**config.mk**
```make
export PLATFORM = sky130hd
export DESIGN_NAME = regfile_wb_arbiter
export DESIGN_NICKNAME = d
export VERILOG_FILES = /design/src/rtl/regfile_wb_arbiter.sv
export SDC_FILE = /design/constraint.sdc
export NUM_CORES = 1
export LEC_CHECK = 0
export BUFFER_PORTS_ARGS = -buffer_cell sky130_fd_sc_hd__buf_2
export CORE_ASPECT_RATIO = 2
export CORE_MARGIN = 2
export CORE_UTILIZATION = 50
export DETAILED_ROUTE_END_ITERATION = 8
export PLACE_DENSITY = 0.74
export SLEW_MARGIN = 0
export SYNTH_ARGS = -nofsm -noshare
export SYNTH_HDL_FRONTEND = slang
export SYNTH_SLANG_ARGS = --single-unit
```
**constraint.sdc**
```tcl
create_clock -name clk -period 4.96 [get_ports clk]
set_input_delay 0.992 -clock clk [delete_from_list [all_inputs] [get_ports clk]]
set_output_delay 0.992 -clock clk [all_outputs]
set_load 0.005 [all_outputs]
```
**src/rtl/regfile_wb_arbiter.sv**
```systemverilog
// Register-file write-port arbiter: merges single-cycle ALU results and buffered
// multiplier results onto one write port, and keeps a busy scoreboard for
// registers that are waiting on an issued multiply.
module regfile_wb_arbiter #(
  parameter int DATA_W     = 32,
  parameter int ADDR_W     = 5,
  parameter int NREGS      = 32,
  parameter int FIFO_DEPTH = 2,
  localparam int CW        = $clog2(FIFO_DEPTH + 1),
  localparam int PW        = (FIFO_DEPTH > 1) ? $clog2(FIFO_DEPTH) : 1
) (
  input  logic              clk,
  input  logic              rst_n,
  input  logic              alu_wb_valid,
  output logic              alu_wb_ready,
  input  logic [ADDR_W-1:0] alu_wb_reg,
  input  logic [DATA_W-1:0] alu_wb_data,
  input  logic              mul_issue_valid,
  output logic              mul_issue_ready,
  input  logic [ADDR_W-1:0] mul_issue_reg,
  input  logic              mul_wb_valid,
  output logic              mul_wb_ready,
  input  logic [ADDR_W-1:0] mul_wb_reg,
  input  logic [DATA_W-1:0] mul_wb_data,
  input  logic              rd1_en,
  input  logic              rd2_en,
  input  logic [ADDR_W-1:0] rd1_reg,
  input  logic [ADDR_W-1:0] rd2_reg,
  output logic              hazard_stall,
  output logic              rf_Regwr,
  output logic [ADDR_W-1:0] rf_w_Reg,
  output logic [DATA_W-1:0] rf_w_data,
  output logic [NREGS-1:0]  busy_vec,
  output logic [CW-1:0]     fifo_count,
  output logic              wb_err
);

  typedef struct packed {
    logic [ADDR_W-1:0] rg;
    logic [DATA_W-1:0] data;
  } ent_t;

  ent_t              fifo_q [FIFO_DEPTH];
  logic [PW-1:0]     wr_ptr_q, rd_ptr_q;
  logic [CW-1:0]     count_q, count_d;
  logic [NREGS-1:0]  busy_q, busy_d;
  logic              regwr_q;
  logic [ADDR_W-1:0] wreg_q;
  logic [DATA_W-1:0] wdata_q;
  logic              err_q;

  logic full, empty, pop, enq, alu_fire, issue_fire;
  ent_t head;

  function automatic logic [PW-1:0] ptr_inc(input logic [PW-1:0] p);
    return (p == PW'(FIFO_DEPTH - 1)) ? '0 : p + PW'(1);
  endfunction

  // Arbitration, handshakes and scoreboard next state.
  always_comb begin
    full       = (count_q == CW'(FIFO_DEPTH));
    empty      = (count_q == '0);
    head       = fifo_q[rd_ptr_q];
    // A full FIFO must drain before the ALU may write again.
    pop        = !empty && (full || !alu_wb_valid);
    alu_fire   = alu_wb_valid && !full;
    enq        = mul_wb_valid && !full;
    issue_fire = mul_issue_valid && !busy_q[mul_issue_reg];
    count_d    = count_q + CW'(enq) - CW'(pop);
    busy_d     = busy_q;
    if (pop) busy_d[head.rg] = 1'b0;
    // A reg being popped is still busy here, so issue to it was already rejected.
    if (issue_fire && mul_issue_reg != '0) busy_d[mul_issue_reg] = 1'b1;
  end

  // FIFO storage, pointers and occupancy.
  always_ff @(posedge clk or negedge rst_n) begin
    if (!rst_n) begin
      for (int i = 0; i < FIFO_DEPTH; i++) fifo_q[i] <= '0;
      wr_ptr_q <= '0;
      rd_ptr_q <= '0;
      count_q  <= '0;
    end else begin
      if (enq) begin
        fifo_q[wr_ptr_q] <= '{rg: mul_wb_reg, data: mul_wb_data};
        wr_ptr_q         <= ptr_inc(wr_ptr_q);
      end
      if (pop) rd_ptr_q <= ptr_inc(rd_ptr_q);
      count_q <= count_d;
    end
  end

  // Registered write port, scoreboard and sticky protocol error.
  always_ff @(posedge clk or negedge rst_n) begin
    if (!rst_n) begin
      regwr_q <= 1'b0;
      wreg_q  <= '0;
      wdata_q <= '0;
      busy_q  <= '0;
      err_q   <= 1'b0;
    end else begin
      regwr_q <= 1'b0;
      if (pop) begin
        regwr_q <= (head.rg != '0);
        wreg_q  <= head.rg;
        wdata_q <= head.data;
      end else if (alu_fire) begin
        regwr_q <= (alu_wb_reg != '0);
        wreg_q  <= alu_wb_reg;
        wdata_q <= alu_wb_data;
      end
      busy_q <= busy_d;
      if (enq && mul_wb_reg != '0 && !busy_q[mul_wb_reg]) err_q <= 1'b1;
    end
  end

  assign alu_wb_ready    = !full;
  assign mul_wb_ready    = !full;
  assign mul_issue_ready = !busy_q[mul_issue_reg];
  assign hazard_stall    = (rd1_en && busy_q[rd1_reg]) || (rd2_en && busy_q[rd2_reg]) ||
                           (alu_wb_valid && busy_q[alu_wb_reg]) || (alu_wb_valid && full);
  assign rf_Regwr        = regwr_q;
  assign rf_w_Reg        = wreg_q;
  assign rf_w_data       = wdata_q;
  assign busy_vec        = busy_q;
  assign fifo_count      = count_q;
  assign wb_err          = err_q;

endmodule

```
==> flow_summary.yaml <==
status:
  status: "finished, final reports clean"
cts:
  clock-sinks: 149
  cts_resized: 0
  numCtsBuffers: 17
  post_cts_buffers: 0
  hold_buffers: 0
  cts_tree: "done"
  max-clock-path-buffers: 2
  clk_pin_slew_worst_paths_ns: 0.06
  cts_max_level: 4
  cts-root-buf: "clkbuf_16"
  insertion_delay_ns: 0.42
sta:
  holdWs_ns: 0.500
  rsz0062_at_grt: "false"
  min_period_ns: 3.67
  tightestPinTransition_ns: 1.01
  clock.fmax_ghz: 0.273
  drv_slew: 0
  finalHoldViolCount: 0
  finalSetupTns_ns: 0
  fin_crit_sh_pct: 74.0
  setup_violations: 0
  maxSlewHeadroom_pct: 33.0
  clock_skew_ns: 0.0103
power:
  pwr-share-seq_pct: 38.4
  p_leak_nw: 4.20
  intPower_mw: 3.98
  swShare_pct: 38.7
  peakVddDrop_mv: 0.328
  clockPowerShare_pct: 19.0
  p_comb_share_pct: 42.6
  power_density_nw_per_um2: 659
  switchingPower_mw: 2.51
placement:
  hpwlAfterDp_um: 17200
  port_buffers: 172
  place.gp.congestion: 0.972
setup_path:
  r2r_start: "fifo_count[1]$_DFF_PN0_"
  crit_path_max_fanout: 8
  crit_type: "in2out"
  r2r-end: "fifo_q[45]$_DFFE_PN0P_"
  critical_path_arrival_ns: 2.68
  critPathLaunchType: "input pin"
  rr_worst_depth: 6
  r2r_slack_ns: 1.99
  crit_path_end_kind: "output port"
  critPathRequiredTime_ns: 3.97
drt:
  drtAntennaViolNets: 0
  drc: 0
  wl_per_cell_um: 23.1
  routed_wl_um: 24900
  drt_first_pass_iters: 5
  routed.top_layer: "met5"
  avgViaCountPerCell: 6.37
  vias: 6876
  route.met3.wl_um: 1710
  met1Wirelength_um: 8540
  wl_met2_um: 13100
  drtIter0Drc: 358
global_routing:
  grt_max_degree: 112
  track_usage_pct: 28.5
  antenna_found_initial: 1
  first_global_vias: 7033
  grt_overflow: 0
  grt_pass1_wl_um: 38100
synth:
  synthTopCellsByArea: "dfrtp_1, mux2_2, mux4_2"
  synth_edf_count: 0
  ys_ff_latch: 149
  synth_area_um2: 8340
  synth_most_common_cell: "dfrtp_1"
  yosys-top-cells-count: "dfrtp_1, mux2_2, o21ai_0"
  synth.distinct_cells: 49
  synth_top_area_cell: "dfrtp_1"
  synth_top_flop_cell: "dfrtp_1"
  async_flop_share_pct: 100
  synth_warnings: 0
  syn_avg_cell_area_um2: 11.6
  synth_top_area_share_pct: 44.7
  syn-num-nets: 816
  yosysSeqAreaShare_pct: 44.7
  syn_inst: 718
final_layout:
  multi_input_area_um2: 4360
  nets: 962
  synthToLayoutAreaGrowth_pct: 18.2
  drive_gt1_share_pct: 41.2
  n_fill_cell: 1367
  num_antenna_cells: 0
  seq_area_um2: 3730
floorplanning:
  core_um2: 16300
  io_pins: 173
  dieHeight_um: 187
  die_width_um: 95.3
  rows: 66
  initial_utilization_pct: 51.3
  die_area_um2: 17800
worst_hold_path:
  min_to: "fifo_q[19]$_DFFE_PN0P_"
  hold_path_depth: 1
  hp-class: "reg2reg"
  hold_start: "fifo_q[19]$_DFFE_PN0P_"
run:
  cap_violations: 0
[layout by cell type (no fill, tap or decap), types with 11 or more instances in the layout]
cell type  count
clkbuf_16     17
mux2_2       112
mux2i_1       22
nand3_1       12
o22ai_1       35
dfrtp_1      148
a21oi_1       38
buf_2        171
nor2_1        11
o21ai_1       13
o21ai_0       86
nand2_1       19
nand2b_1      39
o21a_1        33
mux4_2        32
[state kept, by name, indices dropped and copies added, names as in the netlist]
signal and count:
busy_vec 32, fifo_count 2, fifo_q 74, rd_ptr_q 1, rf_Regwr 1, rf_w_Reg 5
rf_w_data 32, wb_err 1, wr_ptr_q 1
[kinds of logic after synthesis]
group | after synthesis | synth area share, %
compound gates | 222 | 15.5
mux | 173 | 28.6
flops | 149 | 44.7
simple gates | 109 | 7.30
buf+inv | 59 | 3.16
xor+xnor | 4 | 0.420
fa+ha+maj | 2 | 0.300
[layout make-up]
cell class                 count  area share (%)
multi-input combinational    510            44.2
sequential                   149            37.8
timing repair buffer         180            9.40
clock buffer                  20            4.73
tap                          204            2.59
clock inverter                11            1.03
inverter                       6           0.228
[worst max-delay path, stage by stage]
cell,delay [ns]
buf_2,0.20
mux4_1,0.59
mux4_2,0.46
a2bb2oi_1,0.14
nand3_1,0.08
nand3_1,0.07
buf_2,0.14
[power by group through the flow]
stage               logic (mW)  clock network (mW)  registers (mW)
floorplan                 1.94                   0            2.21
global placement          2.69                   0            2.46
detailed placement        2.76                   0            2.49
CTS                       2.78                1.26            2.47
global route              3.02                1.31            2.54
finish                    2.77                1.24            2.49
[metal layers]
| layer | vias up | track usage (%) |
|---|---|---|
| li1 | 2993 | - |
| met1 | 3423 | 30.8 |
| met2 | 362 | 49.6 |
| met3 | 96 | 5.37 |
| met4 | 2 | 17.9 |
| met5 | - | 0 |
[worst max path at each step]
stage	start	endpoint	slack (ns)	cells past startpoint
3_3_place_gp	rd2_reg[1]	hazard_stall	1.31	7
4_1_cts	rd2_reg[1]	hazard_stall	1.31	7
6_report	rd2_reg[1]	hazard_stall	1.29	7
3_5_place_dp	rd2_reg[1]	hazard_stall	1.31	7
2_1_floorplan	rd2_reg[1]	hazard_stall	1.59	6
5_1_grt	rd2_reg[1]	hazard_stall	1.24	7
[metrics by stage]
stage	cell area, um2	power (mW)	utilization (%)	setup slack, ns	cells
final	9860	6.49	60.6	1.29	1080
after global routing	9860	6.86	60.6	1.24	1080
after CTS	9860	6.50	60.6	1.31	1080
after detailed placement	9300	5.24	57.1	1.31	1049
after global placement	9300	5.15	57.1	1.31	1049
after floorplan	8340	4.15	-	1.59	718
Power figures use the tool's default switching activity.
